===== config.mk =====
export PLATFORM = sky130hd
export DESIGN_NAME = dmem_arbiter
export DESIGN_NICKNAME = d
export VERILOG_FILES = /design/src/rtl/dmem_pkg.sv /design/src/rtl/dmem_lane_fmt.sv /design/src/rtl/dmem_arbiter.sv
export SDC_FILE = /design/constraint.sdc
export NUM_CORES = 1
export LEC_CHECK = 0
export CAP_MARGIN = 5
export CORE_ASPECT_RATIO = 1.5
export CORE_MARGIN = 2
export CORE_UTILIZATION = 40
export CTS_CLUSTER_DIAMETER = 40
export DETAILED_ROUTE_END_ITERATION = 16
export PLACE_DENSITY = 0.82
export SKIP_LAST_GASP = 1
export SLEW_MARGIN = 20
export SYNTH_ARGS = -nofsm -noshare
export SYNTH_HDL_FRONTEND = slang
export SYNTH_HIERARCHICAL = 1
export SYNTH_SLANG_ARGS = --single-unit

===== constraint.sdc =====
create_clock -name clk -period 5.6 [get_ports clk]
set_input_delay 1.4 -clock clk [delete_from_list [all_inputs] [get_ports clk]]
set_output_delay 1.4 -clock clk [all_outputs]
set_load 0.1 [all_outputs]

===== src/rtl/dmem_pkg.sv =====
// Shared definitions for the data-memory arbiter: access size codes, ownership state, lane masks.
package dmem_pkg;

  localparam logic [1:0] SZ_B = 2'b00;
  localparam logic [1:0] SZ_H = 2'b01;
  localparam logic [1:0] SZ_W = 2'b10;
  localparam logic [1:0] SZ_R = 2'b11;

  typedef enum logic {
    NONE = 1'b0,
    P1   = 1'b1
  } owner_e;

  function automatic logic [3:0] lane_mask(input logic [1:0] size, input logic [1:0] off);
    case (size)
      SZ_B:    lane_mask = 4'b0001 << off;
      SZ_H:    lane_mask = 4'b0011 << off;
      SZ_W:    lane_mask = 4'b1111;
      default: lane_mask = 4'b0000;
    endcase
  endfunction

endpackage


===== src/rtl/dmem_lane_fmt.sv =====
// Byte-lane formatting for one access: store replication, write mask, load extraction/extension, alignment error.
// Purely combinational; applied to whichever request won arbitration.
module dmem_lane_fmt
  import dmem_pkg::*;
(
  input  logic [1:0]  size,
  input  logic        uns,
  input  logic [1:0]  off,
  input  logic [31:0] wdata,
  input  logic [31:0] rdata_raw,
  output logic [3:0]  wmask,
  output logic [31:0] wdata_rep,
  output logic [31:0] rdata_ext,
  output logic        err
);

  logic [7:0]  rd_b;
  logic [15:0] rd_h;

  always_comb begin
    err   = (size == SZ_R) || ((size == SZ_H) && off[0]) || ((size == SZ_W) && (off != 2'b00));
    wmask = lane_mask(size, off);
    case (off)
      2'd0:    rd_b = rdata_raw[7:0];
      2'd1:    rd_b = rdata_raw[15:8];
      2'd2:    rd_b = rdata_raw[23:16];
      default: rd_b = rdata_raw[31:24];
    endcase
    rd_h = off[1] ? rdata_raw[31:16] : rdata_raw[15:0];
    case (size)
      SZ_B: begin
        wdata_rep = {4{wdata[7:0]}};
        rdata_ext = {{24{rd_b[7] & ~uns}}, rd_b};
      end
      SZ_H: begin
        wdata_rep = {2{wdata[15:0]}};
        rdata_ext = {{16{rd_h[15] & ~uns}}, rd_h};
      end
      default: begin
        wdata_rep = wdata;
        rdata_ext = rdata_raw;
      end
    endcase
  end

endmodule


===== src/rtl/dmem_arbiter.sv =====
// Two-port arbiter in front of a single byte-lane data memory; grant is combinational,
// the formatted load/store response is registered and returned one cycle after grant.
module dmem_arbiter
  import dmem_pkg::*;
#(
  parameter bit RR_EN   = 1'b1,
  parameter bit LOCK_EN = 1'b1
) (
  input  logic        clk,
  input  logic        rst,
  input  logic        p0_req,
  input  logic        p0_we,
  input  logic [1:0]  p0_size,
  input  logic        p0_uns,
  input  logic [31:0] p0_addr,
  input  logic [31:0] p0_wdata,
  output logic        p0_gnt,
  output logic        p0_rvalid,
  output logic [31:0] p0_rdata,
  output logic        p0_err,
  input  logic        p1_req,
  input  logic        p1_we,
  input  logic [1:0]  p1_size,
  input  logic        p1_uns,
  input  logic [31:0] p1_addr,
  input  logic [31:0] p1_wdata,
  input  logic        p1_lock,
  output logic        p1_gnt,
  output logic        p1_rvalid,
  output logic [31:0] p1_rdata,
  output logic        p1_err,
  output logic [31:0] mem_addr,
  output logic [31:0] mem_wdata,
  output logic [3:0]  mem_wren,
  input  logic [31:0] mem_rdata
);

  owner_e      owner_q, owner_d;
  logic        rr_ptr_q, rr_ptr_d;
  logic        p0_rvalid_q, p0_rvalid_d, p1_rvalid_q, p1_rvalid_d;
  logic        p0_err_q, p0_err_d, p1_err_q, p1_err_d;
  logic [31:0] p0_rdata_q, p0_rdata_d, p1_rdata_q, p1_rdata_d;

  logic        any_gnt, req_we, req_uns, fmt_err;
  logic [1:0]  req_size;
  logic [31:0] req_addr, req_wdata, rdata_ext, rsp_rdata;
  logic [3:0]  wmask;

  always_ff @(posedge clk) begin
    if (rst) begin
      owner_q     <= NONE;
      rr_ptr_q    <= 1'b0;
      p0_rvalid_q <= 1'b0;
      p0_err_q    <= 1'b0;
      p0_rdata_q  <= '0;
      p1_rvalid_q <= 1'b0;
      p1_err_q    <= 1'b0;
      p1_rdata_q  <= '0;
    end else begin
      owner_q     <= owner_d;
      rr_ptr_q    <= rr_ptr_d;
      p0_rvalid_q <= p0_rvalid_d;
      p0_err_q    <= p0_err_d;
      p0_rdata_q  <= p0_rdata_d;
      p1_rvalid_q <= p1_rvalid_d;
      p1_err_q    <= p1_err_d;
      p1_rdata_q  <= p1_rdata_d;
    end
  end

  // Grant: a locked owner shuts port 0 out, including the cycle the lock drops.
  always_comb begin
    p0_gnt = 1'b0;
    p1_gnt = 1'b0;
    if (!rst) begin
      if (LOCK_EN && (owner_q == P1)) begin
        p1_gnt = p1_req;
      end else if (p0_req && p1_req) begin
        if (RR_EN && rr_ptr_q) p1_gnt = 1'b1;
        else                   p0_gnt = 1'b1;
      end else begin
        p0_gnt = p0_req;
        p1_gnt = p1_req;
      end
    end
  end

  always_comb begin
    owner_d  = owner_q;
    rr_ptr_d = rr_ptr_q;
    if (p0_gnt) rr_ptr_d = 1'b1;
    if (p1_gnt) rr_ptr_d = 1'b0;
    if (LOCK_EN && p1_gnt && p1_lock) owner_d = P1;
    else if (!p1_lock)                owner_d = NONE;
  end

  always_comb begin
    any_gnt   = p0_gnt | p1_gnt;
    req_we    = p1_gnt ? p1_we    : p0_we;
    req_size  = p1_gnt ? p1_size  : p0_size;
    req_uns   = p1_gnt ? p1_uns   : p0_uns;
    req_addr  = p1_gnt ? p1_addr  : p0_addr;
    req_wdata = p1_gnt ? p1_wdata : p0_wdata;
  end

  dmem_lane_fmt u_fmt (
    .size      (req_size),
    .uns       (req_uns),
    .off       (req_addr[1:0]),
    .wdata     (req_wdata),
    .rdata_raw (mem_rdata),
    .wmask     (wmask),
    .wdata_rep (mem_wdata),
    .rdata_ext (rdata_ext),
    .err       (fmt_err)
  );

  always_comb begin
    mem_addr    = {req_addr[31:2], 2'b00};
    mem_wren    = (any_gnt && req_we && !fmt_err) ? wmask : 4'b0000;
    rsp_rdata   = (req_we || fmt_err) ? 32'h0 : rdata_ext;
    p0_rvalid_d = p0_gnt;
    p0_rdata_d  = p0_gnt ? rsp_rdata : p0_rdata_q;
    p0_err_d    = p0_gnt ? fmt_err   : p0_err_q;
    p1_rvalid_d = p1_gnt;
    p1_rdata_d  = p1_gnt ? rsp_rdata : p1_rdata_q;
    p1_err_d    = p1_gnt ? fmt_err   : p1_err_q;
  end

  // Responses read as reset values while rst is high, so an in-flight response is dropped.
  always_comb begin
    p0_rvalid = p0_rvalid_q & ~rst;
    p0_rdata  = rst ? 32'h0 : p0_rdata_q;
    p0_err    = p0_err_q & ~rst;
    p1_rvalid = p1_rvalid_q & ~rst;
    p1_rdata  = rst ? 32'h0 : p1_rdata_q;
    p1_err    = p1_err_q & ~rst;
  end

endmodule


After elaboration in Yosys (flattened, before gate mapping)
Index checks and enable logic that the tools add are counted.

Add/subtract/negate cells: 0. Multiply operators: 0. Div/mod/pow operators: 0. Order comparisons: 0. Eq/ne operators: 6. Shift-type cells: 2. Multiplexer cells: 24. Bitwise logic cells: 9. Reduce and logical (&&, ||, !) cells: 14.

Operators with widths (count): $mux W32 (5); $pmux W32 S2 (2); $pmux W8 S3 (1); $mux W16 (1); $mux W1 (12); $pmux W4 S3 (1); $and A1 B1 Y1 (6); $eq A2 B2 Y1 const B (3); $logic_and A1 B1 Y1 (6); $eq A2 B1 Y1 const B (2); $logic_not A2 Y1 (2); $mux W4 (1); $shl A1 B2 Y4 const A (1); $shl A2 B2 Y4 const A (1); $logic_or A1 B1 Y1 (3); $mux W2 (1); $ne A2 B1 Y1 const B (1); $not A1 Y1 (2); $reduce_bool A2 Y1 (1); $reduce_or A2 Y1 (1); $logic_not A1 Y1 (1); $or A1 B1 Y1 (1).

Bits in registers: 70. Latch bits: 0. RAM bits: 0. ROM bits: 0. Input bits: 173. Output and inout port bits: 138. Word-level logic and storage cells: 63. Memories kept: 0.

Depth between registers and ports, before layout
Word-level depth: 12. Mapped depth: 14. Depth with buffers taken out: 8.

Hierarchy
The synthesis kept the hierarchy.

By module, submodules not included: dmem_arbiter (times used 1, cells each 431, area an instance 4405.5 um^2, seq. area each 1401.3 um^2); dmem_lane_fmt (times used 1, cells each 191, area an instance 1370.1 um^2, seq. area each 0.0 um^2).

Least setup slack after synthesis
Ideal clock, no wire load.

Path type: in2out. From: input port p0_req. To: output port mem_wdata[24]. Arrival time: 5.137 ns. Required time: 4.200 ns. Path slack: -0.937 ns. Stages: 9. Buffers on the path: 5. Path through: or3b_1 -> nand3b_1 -> buf_2 -> buf_4 -> mux2_2 -> buf_2 -> clkbuf_1 -> clkbuf_1 -> o21ai_0.

Cells in the longest elaborated chain, start to end: 7. Elaborated cells between the ends (all ways): 9. Classes of those cells: eq/ne: 1; mux: 6; reduce/logical: 2.

Ends and longest elaborated chain: start, declared (line dmem_arbiter.sv:11) `input logic p0_req,`; $logic_and A1 B1 Y1 (*) (line dmem_arbiter.sv:78) `end else if (p0_req && p1_req) begin`; $mux W1 (*) (line dmem_arbiter.sv:78); $mux W1 (*) (line dmem_arbiter.sv:76) `if (LOCK_EN && (owner_q == P1)) begin`; $mux W1 (*) (line dmem_arbiter.sv:75) `if (!rst) begin`; $mux W2 (*) (line dmem_arbiter.sv:100) `req_size = p1_gnt ? p1_size : p0_size;`; named net req_size[1] (line dmem_arbiter.sv:45) `logic [1:0] req_size;`; $eq A2 B1 Y1 or $logic_not A2 Y1 (tied branches) (line dmem_lane_fmt.sv:30) `case (size)`; $pmux W32 S2 (*) (line dmem_lane_fmt.sv:30); end, declared (line dmem_arbiter.sv:33) `output logic [31:0] mem_wdata,`.

Mark *: on every way through the listed nets, which the timed path passes. The rest lies on a longest branch.

Worst setup path in the final report
From: input port p0_req. To: output port mem_wdata[30].

The elaborated chain is that of the path after synthesis.

==> impl_metrics.env <==
export IMPL_outcome="complete, no violations"
export IMPL_fin_nets=1046
export IMPL_synth_area_leader_cell="sky130_fd_sc_hd__mux2_2"
export IMPL_kind_of_launch_point_of_the_worst_setup_path="input pin"
export IMPL_path_cells="clkdlybuf4s50_1 -> or3b_1 -> nand3b_1 -> buf_4 -> buf_4 -> mux2_2 -> buf_4 -> mux2i_1 -> o21ai_1 -> buf_12"
export IMPL_cpMostUsedCell="sky130_fd_sc_hd__buf_4"
export IMPL_remaining_drc_errors=0
export IMPL_num_vias=5406
export IMPL_fin_skew_ps=8.60
export IMPL_clk_pin_slew_ps=50
export IMPL_maxSlewHeadroom_pct=49.8
export IMPL_crit_required_ps=4200
export IMPL_path_class_of_the_lowest_slack_min_delay_path="flop to flop"
export IMPL_flip_flop_and_latch_count_after_synthesis=70
export IMPL_final_util_pct=68.0
export IMPL_grt_antenna_before_repair=9
export IMPL_root_buffer_master="sky130_fd_sc_hd__clkbuf_16"
export IMPL_die_span_in_x_um=102
export IMPL_finalHoldViolations=0
export IMPL_cts_max_level=3
export IMPL_routed_via_density=5.04
export IMPL_post_cts_hold_buffer_count=0
export IMPL_detailed_place_hpwl_um=17400
export IMPL_synth_area_per_cell_um2=9.29
export IMPL_timing_final_max_slew_violations=0
export IMPL_globalRouteTotalUtil_pct=27.6
export IMPL_top_post_synthesis_cells_by_area="sky130_fd_sc_hd__mux2_2 (25%), sky130_fd_sc_hd__dfxtp_1 (24%), sky130_fd_sc_hd__nor2b_1 (8.9%)"
export IMPL_postSynthCellCount=622
export IMPL_fp_dieArea_um2=15400
export IMPL_dr_first_iter_drc_count=220
export IMPL_post_synth_edffs=0
export IMPL_post_synth_top_area_fraction_pct=25.3
export IMPL_yosysSeqAreaShare_pct=24.3
export IMPL_layout_cell_area_non_filler_um2=9560
export IMPL_synth_async_reset_ratio_pct=0
export IMPL_postSynth_topFlopCell="sky130_fd_sc_hd__dfxtp_1"
export IMPL_clk_latency_ps=340
export IMPL_drt_total_wl_um=21600
export IMPL_synthesis_yosys_warnings=6
export IMPL_die_y_um=151
export IMPL_peakVddDrop_mv=0.136
export IMPL_synth_most_common_cell="sky130_fd_sc_hd__mux2_2"
export IMPL_place_gp_congestion=0.908
export IMPL_rsz0062_at_grt="no"
export IMPL_ys_top_cells_by_count="sky130_fd_sc_hd__mux2_2 (130), sky130_fd_sc_hd__nor2b_1 (82), sky130_fd_sc_hd__dfxtp_1 (70)"
export IMPL_tritoncts_buffers=9
export IMPL_timing_critical_path_slowest_stage_cell="sky130_fd_sc_hd__clkdlybuf4s50_1"
export IMPL_grt_max_degree=75
export IMPL_period_needed_ps=5460
export IMPL_leakagePower_nw=4.21
export IMPL_ioPinCount=311
export IMPL_filler_cell_count=1092
export IMPL_setup_worst_path_class="input pin to output port"
export IMPL_dr_pass1_iters=4
export IMPL_critPathMaxStageDelay_ps=490
export IMPL_worst_slew_pin_slew_ps=754
export IMPL_crit_path_end_kind="output port"
export IMPL_synth_cell_area_um2=5780
export IMPL_placementRows=53
export IMPL_power_per_cell_area_nw_per_um2=232
export IMPL_cts_max_path_bufs=2
export IMPL_initial_utilization_pct=41.1
export IMPL_wire_per_inst_um=20.1
export IMPL_crit_path_max_fanout=21
export IMPL_crit_arrival_ps=4060
export IMPL_placeableCoreArea_um2=14100
export IMPL_io_buffer_count=308
export IMPL_drive_above_1_share_pct=40.2
export IMPL_maxCapViolations=0
export IMPL_cell_class_contributing_the_biggest_share_of_worst_path_delay="buffers and inverters"
export IMPL_grt_pass1_wl_um=31500
export IMPL_antenna_violating_nets_post_route=0
export IMPL_cts_tree="built"
export IMPL_setup_violations_final=0
export IMPL_synth_cell_types=43
export IMPL_area_of_placed_instances_um2=9190
export IMPL_area_growth_syn_to_layout_pct=65.5
export IMPL_tritoncts_num_sinks=70
export IMPL_clock_fmax_ghz=0.183
export IMPL_grt_remaining_overflow=0
export IMPL_reg2reg_slack_ps=2130
export IMPL_timing_critical_path_buf_inv=5
export IMPL_timing_final_crit_share_pct=97.4
export IMPL_via_count_of_the_first_global_routing_pass=5518
logic make-up (layout without fill, tap and decap cells):
kind of cell           count (synthesis)  after routing  synth area share, %
multiplexers                         168            168                 33.8
flip-flops                            70             70                 24.3
AND/OR/NAND/NOR                      249            249                 26.3
AO/OA/AOI/OAI                         41             41                 5.11
buffers and inverters                 93            348                 10.6
other                                  1              5               0.0649
layout make-up:
cell class / count / area [µm²] / area share [%]
tap: 192 / 240 / 2.51
multi-input combinational: 460 / 3850 / 40.3
timing repair buffer: 328 / 3730 / 39.0
antenna: 3 / 7.51 / 0.0786
clock buffer: 10 / 229 / 2.40
inverter: 4 / 15.0 / 0.157
clock inverter: 6 / 86.3 / 0.903
sequential: 70 / 1400 / 14.7
state kept, by name (all words and copies together) (netlist names):
register	cells
owner_q	1
p0_err_q	1
p0_rdata_q	32
p0_rvalid_q	1
p1_err_q	1
p1_rdata_q	32
p1_rvalid_q	1
rr_ptr_q	1
worst paths after layout:
check            from             end  cells past startpoint
max            p0_req   mem_wdata[30]                     10
min reg2reg  rr_ptr_q        rr_ptr_q                      2
max reg2reg  rr_ptr_q  p0_rdata_q[20]                     13
min          rr_ptr_q        rr_ptr_q                      2
cell usage in the layout (no fill, tap or decap), types with 3 or more instances in the layout:
cell,count
sky130_fd_sc_hd__nand3_2,14
sky130_fd_sc_hd__buf_4,89
sky130_fd_sc_hd__nand3_1,11
sky130_fd_sc_hd__mux2_4,23
sky130_fd_sc_hd__a221o_1,7
sky130_fd_sc_hd__buf_12,67
sky130_fd_sc_hd__and3b_1,8
sky130_fd_sc_hd__a21oi_1,4
sky130_fd_sc_hd__nand2_1,41
sky130_fd_sc_hd__o21ai_0,10
sky130_fd_sc_hd__diode_2,3
sky130_fd_sc_hd__nor2b_1,80
sky130_fd_sc_hd__o21ai_1,8
sky130_fd_sc_hd__clkbuf_16,9
sky130_fd_sc_hd__mux2_2,128
sky130_fd_sc_hd__inv_1,3
sky130_fd_sc_hd__nor2_1,12
sky130_fd_sc_hd__and2_1,65
sky130_fd_sc_hd__mux2i_1,17
sky130_fd_sc_hd__dfxtp_1,70
sky130_fd_sc_hd__o22ai_4,4
sky130_fd_sc_hd__clkdlybuf4s50_1,171
per-stage QoR:
step           setup TNS [ps]  hold WS [ps]  power, mW  instances  setup slack [ps]
2_1_floorplan           -1620           485       1.24        623              -202
3_5_place_dp                0           513       1.62       1051              58.0
6_report                    0           540       2.22       1073               143
3_3_place_gp                0           510       1.61       1051               100
5_1_grt                     0           547       2.28       1071              33.5
4_1_cts                     0           523       2.22       1067              47.2
per-layer routing:
metal	global-route usage [%]	vias up	routed length (µm)
li1	-	2576	-
met1	29.1	2507	7460
met2	49.5	266	11200
met3	10.8	45	2240
met4	9.33	12	612
met5	0	-	80
power breakdown:
part / switching, mW / internal, mW / total, mW / leakage [nW]
Combinational: 0.655 / 0.437 / 1.09 / 3.49
Sequential: 0.00398 / 0.515 / 0.519 / 0.567
Clock: 0.217 / 0.389 / 0.606 / 0.152
repair_timing:
action,CTS,global route
resized for setup,0,4
setup buffers,0,3
hold endpoints to repair,0,0
endpoints found under the setup margin,0,4
worst min-delay path: cells and delay by family, from the launching register on:
kind             cells  cell delay (ps)
DFF                  1              330
and+or+nand+nor      2              160
Note: power is estimated with default switching activity, not from simulation.
